**config.mk**
```make
export PLATFORM = sky130hd
export DESIGN_NAME = round_judge
export DESIGN_NICKNAME = d
export VERILOG_FILES = /design/src/rtl/round_judge.sv
export SDC_FILE = /design/constraint.sdc
export NUM_CORES = 1
export LEC_CHECK = 0
export CORE_UTILIZATION = 45
export CTS_CLUSTER_DIAMETER = 60
export DETAILED_ROUTE_END_ITERATION = 7
export GPL_TIMING_DRIVEN = 0
export PLACE_DENSITY = 0.7
export SETUP_SLACK_MARGIN = 0.4
export SLEW_MARGIN = 40
export SYNTH_ARGS = -nofsm -noshare
export SYNTH_HDL_FRONTEND = slang
export SYNTH_SLANG_ARGS = --single-unit
```
**constraint.sdc**
```tcl
create_clock -name clk -period 3.2 [get_ports clk]
set_input_delay 0.32 -clock clk [delete_from_list [all_inputs] [get_ports clk]]
set_output_delay 0.32 -clock clk [all_outputs]
set_load 0.005 [all_outputs]
```
**src/rtl/round_judge.sv**
```systemverilog
// rtl/round_judge.sv - round referee: button sync/edge detect, round decision, rope position, match end (option macro ROUND_JUDGE_FOUL_EN)
module round_judge #(
    parameter int WIN_POS = 4
) (
    input  logic              clk,
    input  logic              rst,
    input  logic              pa,
    input  logic              pb,
    input  logic              clear,
    input  logic              leds_on,
    output logic              winrnd,
    output logic              winner,
    output logic signed [3:0] pos,
    output logic              match_over
);

    localparam logic signed [3:0] WIN_P = 4'(WIN_POS);
    localparam logic signed [3:0] WIN_N = -WIN_P;

    typedef enum logic [1:0] {
        IDLE    = 2'd0,
        ARMED   = 2'd1,
        DECIDED = 2'd2,
        OVER    = 2'd3
    } state_t;

    state_t state;
    state_t state_nxt;

    logic [1:0] sync_a;
    logic [1:0] sync_b;
    logic       hist_a;
    logic       hist_b;
    logic       press_a;
    logic       press_b;

    logic              dec_valid;
    logic              dec_winner;
    logic signed [3:0] pos_step;
    logic              pos_hit;

    // Two-flop synchronisers plus a history flop per button; a press is one rising edge.
    always_ff @(posedge clk) begin
        if (rst) begin
            sync_a <= 2'b00;
            sync_b <= 2'b00;
            hist_a <= 1'b0;
            hist_b <= 1'b0;
        end else begin
            sync_a <= {sync_a[0], pa};
            sync_b <= {sync_b[0], pb};
            hist_a <= sync_a[1];
            hist_b <= sync_b[1];
        end
    end

    assign press_a = sync_a[1] & ~hist_a;
    assign press_b = sync_b[1] & ~hist_b;

    always_ff @(posedge clk) begin
        if (rst) begin
            state <= IDLE;
        end else begin
            state <= state_nxt;
        end
    end

    always_comb begin
        state_nxt  = state;
        dec_valid  = 1'b0;
        dec_winner = winner;
        pos_step   = pos;
        pos_hit    = 1'b0;
        case (state)
            IDLE: begin
                if (!clear) begin
                    state_nxt = ARMED;
                end
            end
            ARMED: begin
                // clear takes priority: a round that is no longer armed cannot be decided
                if (clear) begin
                    state_nxt = IDLE;
                end else if (press_a ^ press_b) begin
                    if (leds_on) begin
                        dec_valid  = 1'b1;
                        dec_winner = press_b;
                    end
`ifdef ROUND_JUDGE_FOUL_EN
                    else begin
                        dec_valid  = 1'b1;
                        dec_winner = press_a;
                    end
`endif
                end
                if (dec_valid) begin
                    pos_step  = dec_winner ? (pos - 4'sd1) : (pos + 4'sd1);
                    pos_hit   = (pos_step == WIN_P) || (pos_step == WIN_N);
                    state_nxt = pos_hit ? OVER : DECIDED;
                end
            end
            DECIDED: begin
                if (clear) begin
                    state_nxt = IDLE;
                end
            end
            OVER: begin
                state_nxt = OVER;
            end
            default: begin
                state_nxt = IDLE;
            end
        endcase
    end

    always_ff @(posedge clk) begin
        if (rst) begin
            winrnd     <= 1'b0;
            winner     <= 1'b0;
            pos        <= 4'sd0;
            match_over <= 1'b0;
        end else begin
            winrnd <= dec_valid;
            if (dec_valid) begin
                winner <= dec_winner;
                pos    <= pos_step;
                if (pos_hit) begin
                    match_over <= 1'b1;
                end
            end
        end
    end

endmodule

```
==> impl_metrics.py, run 1 <==
metrics = {
    "logic_synthesis": {
        "syn-instance-count": 72,
        "synth_commonest_cells": "15 x sky130_fd_sc_hd__dfxtp_1, 10 x sky130_fd_sc_hd__nor2b_1, 5 x sky130_fd_sc_hd__a21oi_1, 4 x sky130_fd_sc_hd__nor2_1",
        "ys_types": 31,
        "synth_top_area_share_pct": 41.4,
        "syn_nets": 82,
        "synth.top_cells.by_area": "sky130_fd_sc_hd__dfxtp_1 41%, sky130_fd_sc_hd__nor2b_1 8.6%, sky130_fd_sc_hd__ha_1 5.2%, sky130_fd_sc_hd__xor2_4 3.8%, sky130_fd_sc_hd__a21oi_1 3.4%",
        "number_of_warnings_reported_in_the_yosys_synthesis_log": 0,
        "number_of_enable_type_register_cells_in_the_synthesized_netlist": 0,
        "yosys_top_cell_by_area": "sky130_fd_sc_hd__dfxtp_1",
        "synthMostInstantiatedCell": "sky130_fd_sc_hd__dfxtp_1",
        "synth_seq_area_share_pct": 41.4,
        "synth.avg_cell_area_sq_um": 10.1,
        "netlist_area_sq_um": 726,
        "postSynth.asyncResetShare_pct": 0,
        "ys_seq_elements": 15,
        "ys_dominant_reg_cell": "sky130_fd_sc_hd__dfxtp_1",
    },
    "cells_and_area": {
        "layout.cells.non_filler": 103,
        "layout-drive-gt1-share_pct": 11.5,
        "insertedDiodeCount": 0,
        "design_area_sq_um": 882,
        "nets": 98,
        "layout-area-overhead-vs-synth_pct": 21.6,
    },
    "setup_path": {
        "top_delay_family_on_crit_path": "multiplexers",
        "slowest_delay_ns": 0.34,
        "regToRegSetupSlack_ns": 0.80,
        "timing.critical_path.slowest_stage_cell": "sky130_fd_sc_hd__mux2_2",
        "crit_path_max_fanout": 4,
        "worstPathArrival_ns": 2.58,
        "critical_path_buf_inv_count": 0,
        "worst-setup-path-type": "register to register",
        "critical_path.reg2reg.endpoint": "pos[3]",
        "critical_path_required_ns": 3.38,
        "cp-start-kind": "register",
        "setup.worst_path.end_class": "register",
        "cp_cell_sequence": "and2b_2 -> xnor2_1 -> o21ai_0 -> nand2_1 -> ha_1 -> a21o_1 -> a21oi_1 -> mux2i_1 -> mux2_2",
        "r2r-start": "hist_a",
        "ff2ff_path_depth": 9,
    },
    "run": {
        "drv_cap": 0,
    },
    "clocking": {
        "numClockSinks": 15,
        "postCtsSetupRepairBufs": 0,
        "cts_h_tree_lvls": 1,
        "clkTransAtPathRegs_ns": 0.08,
        "clockBufferDepth": 2,
        "clock_latency_late_sink_ns": 0.29,
        "tritoncts": "built",
        "cts_buffers": 3,
        "cts_hold_repair.buffers": 0,
        "clock-root-buffer": "sky130_fd_sc_hd__clkbuf_4",
        "postCtsResizedCells": 0,
    },
    "floorplan": {
        "die_w_um": 42.2,
        "io_pins": 13,
        "total_die_area_sq_um": 1780,
        "core_area_sq_um": 1510,
        "floorplan.initialDensity_pct": 48.2,
        "die_height_um": 42.2,
        "rows": 14,
    },
    "power": {
        "p_per_area_nw_per_um2": 379,
        "p_total_uw": 334,
        "power.share.sequential_pct": 57.9,
        "power.static_leakage_nw": 0.360,
        "combinationalPowerShare_pct": 9.5,
        "peakVddDrop_v": 0.000239,
        "power.share.switching_pct": 23.7,
        "cell_internal_pwr_uw": 255,
        "power_frac_clock_pct": 32.6,
        "power.net_switching_uw": 79.2,
    },
    "sta": {
        "timing.final.hold_violations": 0,
        "finalWorstSetupSlack_ns": 0.799,
        "layout_min_cycle_time_ns": 2.40,
        "max_slew.worst_pin.slew_ns": 0.453,
        "finalCritPeriodShare_pct": 75.0,
        "setup-tns-final_ns": 0,
        "grt_setup_unrepaired": "false",
        "clock.fmax_mhz": 416,
        "timing.final.max_slew_violations": 0,
        "skew_ns": 0.000547,
        "setup_violations": 0,
        "maxSlewHeadroom_pct": 69.8,
    },
    "drt": {
        "drc_violations": 0,
        "via_per_inst": 5.20,
        "starting_drc_count_in_detailed_routing": 6,
        "vias": 536,
        "dr.pass1.iters": 3,
        "ant_nets": 0,
        "routedWlPerCell_um": 12.0,
        "detail_route.wirelength_um": 1240,
    },
    "placed_design": {
        "hpwlAfterDp_um": 920,
        "place_area_sq_um": 856,
        "place.detailed.instances": 99,
        "preCtsSetupSlack_ns": 0.480,
        "port_buffers": 11,
        "gp_congestion": 0.754,
    },
    "status": {
        "outcome": "finished clean",
    },
    "global_route": {
        "grt_usage_pct": 15.8,
        "largest_net_degree_at_the_start_of_global_routing": 11,
        "grt_antenna_before_repair": 0,
        "gr-total-overflow": 0,
        "first_global_vias": 469,
        "grt_pass1_wl_um": 1970,
    },
    "hold_path": {
        "worst_hold_startpoint": "rst",
        "hp-class": "input port to register",
        "hold_depth": 2,
        "whs_endpoint": "sync_a[1]",
    },
}
through the flow:
step / util (%) / hold WS [ns]
detailed placement: 56.8 / 0.428
floorplan: - / 0.414
global placement: 56.8 / 0.424
CTS: 58.6 / 0.388
global route: 58.6 / 0.411
finish: 58.6 / 0.391
cell families (layout without fill, tap and decap cells):
kind of cell / after synthesis / in the layout / share of synthesized area (%)
and+or+nand+nor: 32 / 32 / 27.6
DFF: 15 / 15 / 41.4
AOI/OAI and AO/OA: 12 / 12 / 10.3
adders and majority gates: 4 / 4 / 7.93
xor gates and xnor gates: 3 / 3 / 6.21
muxes: 3 / 3 / 5.00
buffers and inverters: 3 / 18 / 1.55
per-layer routing:
layer	global-route usage, %	wire length (um)	up-vias
li1	-	-	283
met1	19.0	605	237
met2	23.4	547	11
met3	3.88	40	5
met4	13.1	43	0
met5	0	0	-
worst max path at each step:
stage | cells after the start | end | from | slack [ns]
2_1_floorplan | 9 | pos[3] | hist_a | 0.95
3_3_place_gp | 9 | pos[3] | leds_on | 0.45
3_5_place_dp | 9 | pos[3] | leds_on | 0.48
4_1_cts | 9 | pos[3] | sync_a[1] | 0.79
5_1_grt | 9 | pos[3] | leds_on | 0.61
6_report | 9 | pos[3] | hist_a | 0.80
cell type report:
class,instances,area (sq um)
buffer,2,7.51
clock buffer,4,26.3
fill,139,624
inverter,1,3.75
multi-input combinational,54,414
sequential,15,300
tap,16,20.0
timing repair buffer,11,110
registers in the layout (all words and copies together), names as in the netlist:
| name | count |
|---|---|
| sync_a | 2 |
| pos | 4 |
| state | 2 |
| hist_a | 1 |
| match_over | 1 |
| sync_b | 2 |
| winner | 1 |
| hist_b | 1 |
| winrnd | 1 |
cells in the final DEF, fill, tap and decap left out, drive strengths merged:
cell type      Yosys  layout
a21o               1       1
mux2               2       2
xor2               2       2
nor2               4       4
o31ai              3       3
clkbuf             2       6
and2b              2       2
nand2b             3       3
dfxtp             15      15
mux2i              1       1
nand3b             2       2
ha                 3       3
and4bb             1       1
xnor2              1       1
clkdlybuf4s50      0      11
fa                 1       1
o32ai              1       1
nor4               1       1
and4               1       1
nor2b             10      10
inv                1       1
nand2              3       3
a31oi              1       1
nand3              2       2
a21oi              5       5
nor3               2       2
o21ai              1       1
nand4              1       1
power groups by stage:
stage          sequential, mW  combinational, mW  clock (mW)
3_3_place_gp            0.198             0.0315           0
2_1_floorplan           0.197             0.0213           0
4_1_cts                 0.194             0.0320       0.114
3_5_place_dp            0.198             0.0320           0
5_1_grt                 0.194             0.0347       0.120
6_report                0.193             0.0318       0.109
Note: power is estimated with default switching activity, not from simulation.
==> inputs of run 2 (changes only) <==
- CORE_UTILIZATION: 45 -> 44
- PLACE_DENSITY: 0.7 -> 0.71
- clock period: 3.2 -> 2.1 ns (I/O delays scaled with it)
==> run 2 against run 1 <==
The run now ends with setup timing left. Maximum frequency is 11% higher. Die area increased by 2.2%. Final area rose by 14%. Via count increased by 4.7%. Sequential share of layout area down 4.3 points. First-iteration DRC count fell by 67%. Global-route usage grew 2.5 points. Power increased by 59%. Sequential power is 53% higher. Critical endpoint unchanged. Largest power group unchanged. Highest routed layer unchanged.
==> impl_metrics.py, run 2 (synthesis gave the netlist of run 1 again) <==
metrics = {
    "sta": {
        "setup-tns-final_ns": -0.0638,
        "skew_ns": 0.00655,
        "maxSlewHeadroom_pct": 67.1,
        "finalWorstSetupSlack_ns": -0.0638,
        "layout_min_cycle_time_ns": 2.16,
        "grt_setup_unrepaired": "true",
        "clock.fmax_mhz": 462,
        "setup_violations": 1,
        "max_slew.worst_pin.slew_ns": 0.494,
        "timing.final.hold_violations": 0,
        "timing.final.max_slew_violations": 0,
        "finalCritPeriodShare_pct": 103,
    },
    "placed_design": {
        "port_buffers": 11,
        "gp_congestion": 0.789,
        "place.detailed.instances": 99,
        "hpwlAfterDp_um": 947,
    },
    "cells_and_area": {
        "multi_input_area_sq_um": 500,
        "layout.cells.non_filler": 108,
        "share_of_the_core_filled_with_cells_in_the_final_layout_pct": 66.3,
        "layout.cells.most_common_list": "15 x sky130_fd_sc_hd__dfxtp_1, 11 x sky130_fd_sc_hd__clkdlybuf4s50_1, 9 x sky130_fd_sc_hd__nor2b_1, 5 x sky130_fd_sc_hd__buf_4, 4 x sky130_fd_sc_hd__nor2_1",
        "layout-area-overhead-vs-synth_pct": 39.1,
        "leading_cell_type_in_the_layout_fill_and_taps_excluded": "sky130_fd_sc_hd__dfxtp_1",
        "most_flop_heavy_register": "pos",
        "fillers": 116,
        "largest_register_ffs": 4,
        "nets": 103,
        "insertedDiodeCount": 0,
        "seq_area_sq_um": 300,
        "layout-drive-gt1-share_pct": 30.4,
    },
    "setup_path": {
        "critical_path_required_ns": 2.29,
        "cp-start-kind": "register",
        "setup.worst_path.end_class": "register",
        "ff2ff_path_depth": 9,
        "cp-startpoint": "hist_a",
        "worst-setup-path-type": "register to register",
        "r2r-start": "hist_a",
        "crit_path_max_fanout": 4,
        "crit_path_end": "pos[3]",
        "worstPathArrival_ns": 2.35,
        "critical_path.reg2reg.endpoint": "pos[3]",
        "regToRegSetupSlack_ns": -0.06,
    },
    "drt": {
        "vias": 561,
        "starting_drc_count_in_detailed_routing": 2,
        "detail_route.wirelength_um": 1370,
        "routedWlPerCell_um": 12.7,
        "ant_nets": 0,
        "drc_violations": 0,
        "dr.pass1.iters": 2,
        "route.met3.wl_um": 57,
        "maxUsedRoutingLayer": "met4",
        "routedLengthMet1_um": 625,
        "via_per_inst": 5.19,
        "routed-wl-met2_um": 654,
    },
    "clocking": {
        "cts_hold_repair.buffers": 0,
        "cts_h_tree_lvls": 1,
        "clock-root-buffer": "sky130_fd_sc_hd__clkbuf_4",
        "numClockSinks": 15,
        "clkTransAtPathRegs_ns": 0.10,
        "tritoncts": "built",
        "clockBufferDepth": 2,
        "cts_buffers": 3,
        "clock_latency_late_sink_ns": 0.29,
    },
    "global_route": {
        "grt_usage_pct": 18.2,
        "grt_pass1_wl_um": 2340,
        "grt_antenna_before_repair": 0,
        "first_global_vias": 535,
        "gr-total-overflow": 0,
        "largest_net_degree_at_the_start_of_global_routing": 11,
    },
    "power": {
        "cell_internal_pwr_uw": 397,
        "p_per_area_nw_per_um2": 524,
        "power.net_switching_uw": 132,
        "power.share.sequential_pct": 55.7,
        "power_frac_clock_pct": 32.2,
        "power.share.switching_pct": 25.0,
        "peakVddDrop_v": 0.000426,
        "combinationalPowerShare_pct": 12.1,
        "power.static_leakage_nw": 0.382,
    },
    "floorplan": {
        "rows": 14,
        "die_height_um": 42.6,
        "total_die_area_sq_um": 1820,
        "core_area_sq_um": 1520,
        "die_w_um": 42.6,
        "floorplan.initialDensity_pct": 47.6,
        "io_pins": 13,
    },
    "status": {
        "failed_checks": "setup timing",
        "outcome": "finished, violations left",
    },
    "hold_path": {
        "worst_hold_startpoint": "rst",
        "hp-class": "input port to register",
    },
    "run": {
        "drv_cap": 0,
    },
}
[run 2: worst max-delay path: stages (launching register included)]
cell	delay (ns)
sky130_fd_sc_hd__dfxtp_1	0.31
sky130_fd_sc_hd__and2b_4	0.32
sky130_fd_sc_hd__xnor2_4	0.09
sky130_fd_sc_hd__o21ai_2	0.18
sky130_fd_sc_hd__nand2_4	0.09
sky130_fd_sc_hd__ha_4	0.22
sky130_fd_sc_hd__a21o_1	0.16
sky130_fd_sc_hd__a21oi_2	0.14
sky130_fd_sc_hd__mux2i_1	0.20
sky130_fd_sc_hd__mux2_2	0.34
[run 2: power groups by stage]
| stage | clock [mW] | combinational [mW] | sequential [mW] |
|---|---|---|---|
| after floorplan | 0 | 0.0356 | 0.301 |
| after global placement | 0 | 0.0512 | 0.301 |
| after detailed placement | 0 | 0.0520 | 0.301 |
| after CTS | 0.180 | 0.0617 | 0.295 |
| after global routing | 0.193 | 0.0701 | 0.296 |
| final | 0.170 | 0.0642 | 0.295 |
[run 2: what timing repair did]
item	in CTS	in global routing
pin swaps	7	2
gates cloned	0	0
buffers inserted	5	0
gates resized for setup	4	5
endpoints found under the setup margin	5	5
[run 2: worst min-delay path by stage]
stage                           end  slack (ns)  cells after the start
after floorplan            state[1]        0.33                      1
after global placement    sync_a[1]        0.43                      1
after detailed placement  sync_b[1]        0.44                      1
after CTS                 sync_b[0]        0.29                      2
after global routing      sync_b[0]        0.31                      2
final                     sync_b[0]        0.29                      2
[run 2: layout make-up]
class	instances	share of cell area, %
Multi-Input combinational cell	54	49.6
Tap cell	16	1.98
Timing Repair Buffer	16	14.6
Buffer	2	0.743
Clock buffer	3	2.23
Inverter	1	0.372
Sequential cell	15	29.7
Clock inverter	1	0.743
[run 2: per-layer routing]
metal	up-vias	GRT usage, %
met5	-	0
met4	0	11.3
met3	5	7.76
met2	10	30.2
met1	258	18.8
li1	288	-
[run 2: per-stage QoR]
step | power (mW) | hold slack (ns) | setup slack, ns | cell area [sq um]
2_1_floorplan | 0.336 | 0.327 | -0.0123 | 758
3_3_place_gp | 0.352 | 0.428 | -0.434 | 888
3_5_place_dp | 0.353 | 0.435 | -0.408 | 888
4_1_cts | 0.536 | 0.286 | -0.0677 | 985
5_1_grt | 0.559 | 0.309 | -0.185 | 1010
6_report | 0.530 | 0.293 | -0.0638 | 1010
